===== src/rtl/bin_down_counter_pkg.sv =====
// Shared types and defaults for the loadable down counter.
// State encoding and the default crystal frequency.
package bin_down_counter_pkg;

  typedef enum logic [1:0] {
    IDLE    = 2'd0,
    RUN     = 2'd1,
    EXPIRED = 2'd2
  } state_t;

  localparam int DEF_CLK_HZ = 100_000_000;

endpackage


===== src/rtl/tick_gen.sv =====
// Enable-gated prescaler producing a one-cycle registered tick
// every CLK_HZ/TICK_HZ cycles of asserted en.
module tick_gen
  import bin_down_counter_pkg::*;
#(
  parameter int CLK_HZ  = DEF_CLK_HZ,
  parameter int TICK_HZ = 1,
  parameter int CNT_W   = $clog2(CLK_HZ / TICK_HZ)
) (
  input  logic f_crystal,
  input  logic rst_n,
  input  logic en,
  input  logic clr,
  output logic tick
);

  localparam int DIV = CLK_HZ / TICK_HZ;

  logic [CNT_W-1:0] cnt;
  logic             wrap;

  assign wrap = (cnt == CNT_W'(DIV - 1));

  always_ff @(posedge f_crystal or negedge rst_n) begin
    if (!rst_n) begin
      cnt  <= '0;
      tick <= 1'b0;
    end else if (clr) begin
      cnt  <= '0;
      tick <= 1'b0;
    end else if (en) begin
      cnt  <= wrap ? '0 : cnt + 1'b1;
      tick <= wrap;
    end else begin
      tick <= 1'b0;
    end
  end

endmodule


===== src/rtl/bin_down_counter.sv =====
// Loadable countdown timer with terminal-count pulse and optional
// auto reload, paced by an internal clock-enable prescaler.
module bin_down_counter
  import bin_down_counter_pkg::*;
#(
  parameter int CLK_HZ  = DEF_CLK_HZ,
  parameter int TICK_HZ = 1,
  parameter int WIDTH   = 4
) (
  input  logic             f_crystal,
  input  logic             rst_n,
  input  logic             load,
  input  logic [WIDTH-1:0] load_val,
  input  logic             en,
  input  logic             auto_reload,
  output logic [WIDTH-1:0] q,
  output logic             tc,
  output logic             busy,
  output logic             tick
);

  localparam int DIV   = CLK_HZ / TICK_HZ;
  localparam int PRE_W = $clog2(DIV);

  state_t           state;
  state_t           state_nxt;
  logic [WIDTH-1:0] reload_reg;
  logic             step;
  logic             q_le1;

  tick_gen #(
    .CLK_HZ  (CLK_HZ),
    .TICK_HZ (TICK_HZ),
    .CNT_W   (PRE_W)
  ) u_tick_gen (
    .f_crystal (f_crystal),
    .rst_n     (rst_n),
    .en        (en),
    .clr       (load),
    .tick      (tick)
  );

  // A load in the same cycle swallows the tick.
  assign step  = tick & en & ~load;
  assign q_le1 = (q <= WIDTH'(1));

  always_ff @(posedge f_crystal or negedge rst_n) begin
    if (!rst_n) state <= IDLE;
    else        state <= state_nxt;
  end

  always_comb begin
    state_nxt = state;
    if (load) begin
      state_nxt = (load_val == '0) ? IDLE : RUN;
    end else begin
      unique case (state)
        IDLE: state_nxt = IDLE;
        RUN: begin
          if (step && q_le1 && !auto_reload)
            state_nxt = EXPIRED;
        end
        EXPIRED: begin
          if (step && auto_reload)
            state_nxt = RUN;
        end
        default: state_nxt = IDLE;
      endcase
    end
  end

  always_comb begin
    busy = (state == RUN);
  end

  always_ff @(posedge f_crystal or negedge rst_n) begin
    if (!rst_n) begin
      q          <= '0;
      reload_reg <= '0;
      tc         <= 1'b0;
    end else begin
      tc <= 1'b0;
      if (load) begin
        q          <= load_val;
        reload_reg <= load_val;
      end else if (step) begin
        unique case (state)
          RUN: begin
            if (q > WIDTH'(1)) begin
              q <= q - 1'b1;
            end else if (q == WIDTH'(1)) begin
              q  <= '0;
              tc <= 1'b1;
            end else if (auto_reload) begin
              q <= reload_reg;
            end
          end
          EXPIRED: begin
            if (auto_reload) q <= reload_reg;
          end
          default: q <= q;
        endcase
      end
    end
  end

endmodule


===== config.mk =====
export PLATFORM = sky130hd
export DESIGN_NAME = bin_down_counter
export DESIGN_NICKNAME = d
export VERILOG_FILES = /design/src/rtl/bin_down_counter_pkg.sv /design/src/rtl/tick_gen.sv /design/src/rtl/bin_down_counter.sv
export SDC_FILE = /design/constraint.sdc
export NUM_CORES = 1
export LEC_CHECK = 0
export CORE_ASPECT_RATIO = 0.7
export CORE_UTILIZATION = 53
export DETAILED_ROUTE_END_ITERATION = 8
export GPL_ROUTABILITY_DRIVEN = 1
export PLACE_DENSITY = 0.78
export SYNTH_ARGS = -nofsm -noshare
export SYNTH_HDL_FRONTEND = slang
export SYNTH_SLANG_ARGS = --single-unit

===== constraint.sdc =====
create_clock -name f_crystal -period 1.75 [get_ports f_crystal]
set_input_delay 0.175 -clock f_crystal [delete_from_list [all_inputs] [get_ports f_crystal]]
set_output_delay 0.175 -clock f_crystal [all_outputs]
set_load 0.005 [all_outputs]

**Word level (Yosys, flattened, before mapping)**

Cells that the tools add are included.

- ROM bits: 0
- Register bits: 39
- Memories kept: 0
- Input bits: 9
- Latch bits: 0
- Output and inout port bits: 7
- Bits in writable memories: 0

- Add/subtract/negate cells: 2
- Bitwise operators: 3
- Divide/modulo/power cells: 0
- $lt $le $gt $ge: 2
- Reduce and logical (&&, ||, !) cells: 10
- Multipliers: 0
- Shift-type cells: 0
- Equality and inequality tests: 6
- Multiplexer cells: 21

Operators with widths:

| cell | number |
|---|---|
| 2-to-1 mux 27 bit | 3 |
| adder 27 x 1 -> 27 bit (second input constant) | 1 |
| == test 27 bit (second input constant) | 1 |
| 2-to-1 mux 4 bit | 5 |
| 2-to-1 mux 1 bit | 8 |
| case mux 4 bit (2 select lines) | 1 |
| 2-to-1 mux 2 bit | 3 |
| == test 4 x 1 -> 1 bit (second input constant) | 1 |
| > comparator 4 x 1 -> 1 bit (second input constant) | 1 |
| less-or-equal comparator 4 x 1 -> 1 bit (second input constant) | 1 |
| zero test 4 bit | 1 |
| case mux 2 bit (2 select lines) | 1 |
| AND reduction 2 bit | 2 |
| nonzero test 2 bit | 2 |
| subtractor 4 x 1 -> 4 bit (second input constant) | 1 |
| logical AND 1 bit | 3 |
| inequality test 3 x 2 -> 1 bit (second input constant) | 1 |
| inequality test 3 bit (second input constant) | 1 |
| nonzero test 3 bit | 1 |
| bitwise AND 1 bit | 2 |
| == test 2 x 1 -> 1 bit (second input constant) | 1 |
| == test 2 bit (second input constant) | 1 |
| zero test 1 bit | 1 |
| NOT 1 bit | 1 |

**Depth between registers and ports, before layout**

- Depth in word-level cells: 7
- Mapped depth: 7

**By module**

Synthesis repeated with hierarchy kept, for this count alone.

- Cell total of the unflattened synthesis: 251
- Area total of the unflattened synthesis: 2334.7 sq um

By module, submodules not included:

| module | cells each | sequential area each (sq um) | times used | area each (sq um) |
|---|---|---|---|---|
| tick_gen | 172 | 700.7 | 1 | 1631.6 |
| bin_down_counter | 79 | 275.3 | 1 | 703.2 |

**Least setup slack after synthesis**

OpenSTA, ideal clock, no wires.

- Kind: register to register
- Start point: reg u_tick_gen.cnt[19]
- End point: reg u_tick_gen.cnt[15]
- Setup time: 0.142 ns
- Path buffers: 0
- Period minus slack after synthesis: 1.713 ns
- Arrival: 1.571 ns
- Cell stages (with the launch flop): 6
- Path slack: 0.037 ns
- Path through: dfrtp_1 -> or4b_4 -> nor3_2 -> nand4_2 -> nand3b_1 -> o221ai_1

- Longest elaborated chain between the ends: 4

Ends and longest elaborated chain:

| what | line | source |
|---|---|---|
| from (decl) | tick_gen.sv:19 | `logic [CNT_W-1:0] cnt;` |
| from (signal assigned) | tick_gen.sv:32 | `cnt <= wrap ? '0 : cnt + 1'b1;` |
| == test 27 bit | tick_gen.sv:22 | `assign wrap = (cnt == CNT_W'(DIV - 1));` |
| 2-to-1 mux 27 bit | tick_gen.sv:32 |  |
| 2-to-1 mux 27 bit | tick_gen.sv:31 | `end else if (en) begin` |
| 2-to-1 mux 27 bit | tick_gen.sv:28 | `end else if (clr) begin` |

Every way passes these cells. The select of a mux whose other input is x is not followed.
A chain may end at the register's enable or synchronous reset.

**Final worst setup path**

- Start point: reg u_tick_gen.cnt[9]
- End point: reg u_tick_gen.cnt[26]

- Longest elaborated chain between the ends: 4

Ends and longest elaborated chain:

| what | line |
|---|---|
| adder 27 x 1 -> 27 bit or == test 27 bit (tied branches) | tick_gen.sv:32, tick_gen.sv:22 |
| 2-to-1 mux 27 bit * | tick_gen.sv:32 |
| 2-to-1 mux 27 bit * | tick_gen.sv:31 |
| 2-to-1 mux 27 bit * | tick_gen.sv:28 |

Every way passes the cells marked *; elsewhere a longest branch is shown, timed or not. The select of a mux whose other input is x is not followed.

==> flow_summary.ini <==
[logic_synthesis]
synth_cells = 258
yosysSeqAreaShare_pct = 42.2
synth_enable_flop_cells = 0
synthTopCellsByCount = 39 x dfrtp_1, 32 x nor2_1, 20 x nand3_1
yosysMostFrequentCell = dfrtp_1
ys_ff_latch = 39
synth-warning-count = 0
yosys-top-cells-area = dfrtp_1 42%, nor2_1 5.2%, nand3_1 4.3%
syn-cell-area_mm2 = 0.00231
synth_cell_type_count = 47
syn-num-nets = 270
postSynthAreaPerCell_um2 = 8.96
ys.flop_type = dfrtp_1
synth-async-reset-ratio_pct = 100
synth.largest_area_cell = dfrtp_1
yosys.area.top_type_share_pct = 42.2

[setup_path]
regToRegStartpoint = u_tick_gen.cnt[9]$_DFFE_PN0P_
cp.buffers_inverters = 0
slowest_delay_ps = 590
worst-setup-path-type = register to register
cpLargestDelayFamily = simple AND/OR/NAND/NOR gates
reg2reg_slack_ps = -80
r2r-end = u_tick_gen.cnt[26]$_DFFE_PN0P_
cp_cell_sequence = or4b_4, nor3_4, nand4_4, nand3b_1, o221ai_2
crit_arrival_ps = 2000
worstPathMaxFanout = 5
critPathLaunch = u_tick_gen.cnt[9]$_DFFE_PN0P_
reg2regPathDepth = 5
worst-path-stages = 5
endpoint = u_tick_gen.cnt[26]$_DFFE_PN0P_
critPathRequiredTime_ps = 1920
cp_slowest_cell = or4b_4
cp-start-kind = register
cp-end-kind = register

[clock_network]
htreeDepth = 2
clockRootBuffer = clkbuf_8
insertion_delay_ps = 300
cts_tree = yes
clock-sinks = 39
cts_buffers = 5
clk_pin_slew_ps = 80
cts_buffer_depth = 2

[job]
cap_violations = 0

[sta]
fin_crit_ps = 1830
tns_ps = -233
clock_skew_ps = 4.14
final-max-slew-violation-count = 0
hold_viol_final = 0
min_period_over_period_pct = 104
setup-violations-final = 9
tightest_slew_ps = 486
max_freq_ghz = 0.547
grt_setup_unrepaired = true
timing.final.ws_setup_ps = -77.0
slew_headroom_pct = 67.6

[floorplan]
die-area_mm2 = 0.00463
die_y_um = 57.3
initial_core_util_pct = 57.2
io_pins = 16
core_area_mm2 = 0.00404
placementRows = 19
die_x_um = 80.9

[final_layout]
fin_nets = 324
area_delta_synth_final_pct = 28.2
multi_input_area_mm2 = 0.00132
seqCellArea_um2 = 977
n_antenna_cell = 0
largest_register_ffs = 27
utilization_pct = 73.3
fin_area_mm2 = 0.00296
nFillCells = 297
drive_above_1_share_pct = 24.3

[status]
status = complete, but fails checks
violations = setup timing

[grt]
antenna_found_initial = 0
first_global_vias = 2078
track_usage_pct = 30.0
grt_max_degree = 28
grt_overflow = 0
grt_pass1_wl_um = 10400

[route]
ant_nets = 0
avgViaCountPerCell = 6.07
wirelength_um = 6200
route.detailed.drc = 0
dr.pass1.iters = 7
num_vias = 2214
first_iter_violations = 254
wl_per_cell_um = 17.0

[placed_design]
io_buffers = 15
place_congestion = 0.963
placed_area_mm2 = 0.00275
dp_slack_ps = -156
dp.final_hpwl_um = 4330

[hold_path]
hp-class = input pin to asynchronous set/reset pin

[power_and_ir_drop]
power.density_mw_per_mm2 = 600
ir_drop_mv = 0.502
power_leakage_uw = 0.00127
[through the flow]
step / hold slack (ps) / power, µW / std cells
detailed placement: 160 / 1170 / 349
global route: 431 / 1860 / 365
CTS: 378 / 1780 / 362
finish: 362 / 1780 / 365
global placement: 159 / 1160 / 349
floorplan: -121 / 1050 / 258
[worst min path at each step]
| stage | startpoint | endpoint | slack, ps | depth (start not counted) |
|---|---|---|---|---|
| 2_1_floorplan | rst_n | q[0]$_DFFE_PN0P_ | -120 | 0 |
| 3_3_place_gp | rst_n | tc$_DFF_PN0_ | 160 | 1 |
| 3_5_place_dp | rst_n | tc$_DFF_PN0_ | 160 | 1 |
| 4_1_cts | rst_n | u_tick_gen.cnt[1]$_DFFE_PN0P_ | 380 | 2 |
| 5_1_grt | rst_n | u_tick_gen.cnt[24]$_DFFE_PN0P_ | 430 | 2 |
| 6_report | rst_n | tc$_DFF_PN0_ | 360 | 2 |
[worst reg2reg max path, stage by stage, from the launching register on]
cell	delay, ps
dfrtp_1	380
or4b_4	590
nor3_4	290
nand4_4	160
nand3b_1	170
o221ai_2	110
[final cells by class]
class                           count  area share (%)
Multi-Input combinational cell    197            44.4
Tap cell                           52            2.20
Sequential cell                    39            33.0
Clock inverter                      3           0.675
Clock buffer                        5            2.32
Timing Repair Buffer               59            16.1
Inverter                           10            1.27
[timing repair]
action,in CTS,in global routing
gates cloned,1,0
endpoints found under the setup margin,19,22
hold buffers,1,0
buffers inserted,3,3
pin swaps,15,16
hold endpoints to repair,20,0
resized for setup,6,8
[kinds of logic after synthesis]
family / Yosys count / share of synthesized area, %
XOR/XNOR: 13 / 4.92
AO/OA/AOI/OAI: 45 / 13.7
adder cells (fa/ha/maj): 3 / 1.62
multiplexers: 1 / 0.433
buffers and inverters: 23 / 3.84
flip-flops: 39 / 42.2
AND/OR/NAND/NOR: 134 / 33.3
[placed cells by master (no fill, tap or decap), drive strengths merged, types with 2 or more instances in the layout]
cell / instances
clkbuf: 5
and4: 6
o21ai: 12
and3: 4
a311oi: 3
nor4: 6
nand3: 21
nand2b: 9
inv: 10
nand3b: 5
nor2: 32
xnor2: 4
nand2: 19
buf: 44
xor2: 9
nor3: 10
nor3b: 2
a31oi: 4
dfrtp: 39
clkinvlp: 2
a21oi: 8
nor2b: 5
clkdlybuf4s50: 14
ha: 3
nand4: 10
o31ai: 2
o221ai: 7
[routing by layer]
layer	wire (µm)	up-vias	GRT usage, %
met5	0	-	0
met4	82	0	7.91
met3	361	14	6.24
met2	2650	61	40.3
met1	3100	1088	47.9
li1	-	1051	-
[report_power, final]
group	internal (µW)	leakage (µW)	switching [µW]
Combinational	99.2	0.000710	127
Clock	277	0.0000402	341
Sequential	921	0.000523	12.4
Total	1300	0.00127	481
Power figures use the tool's default switching activity.
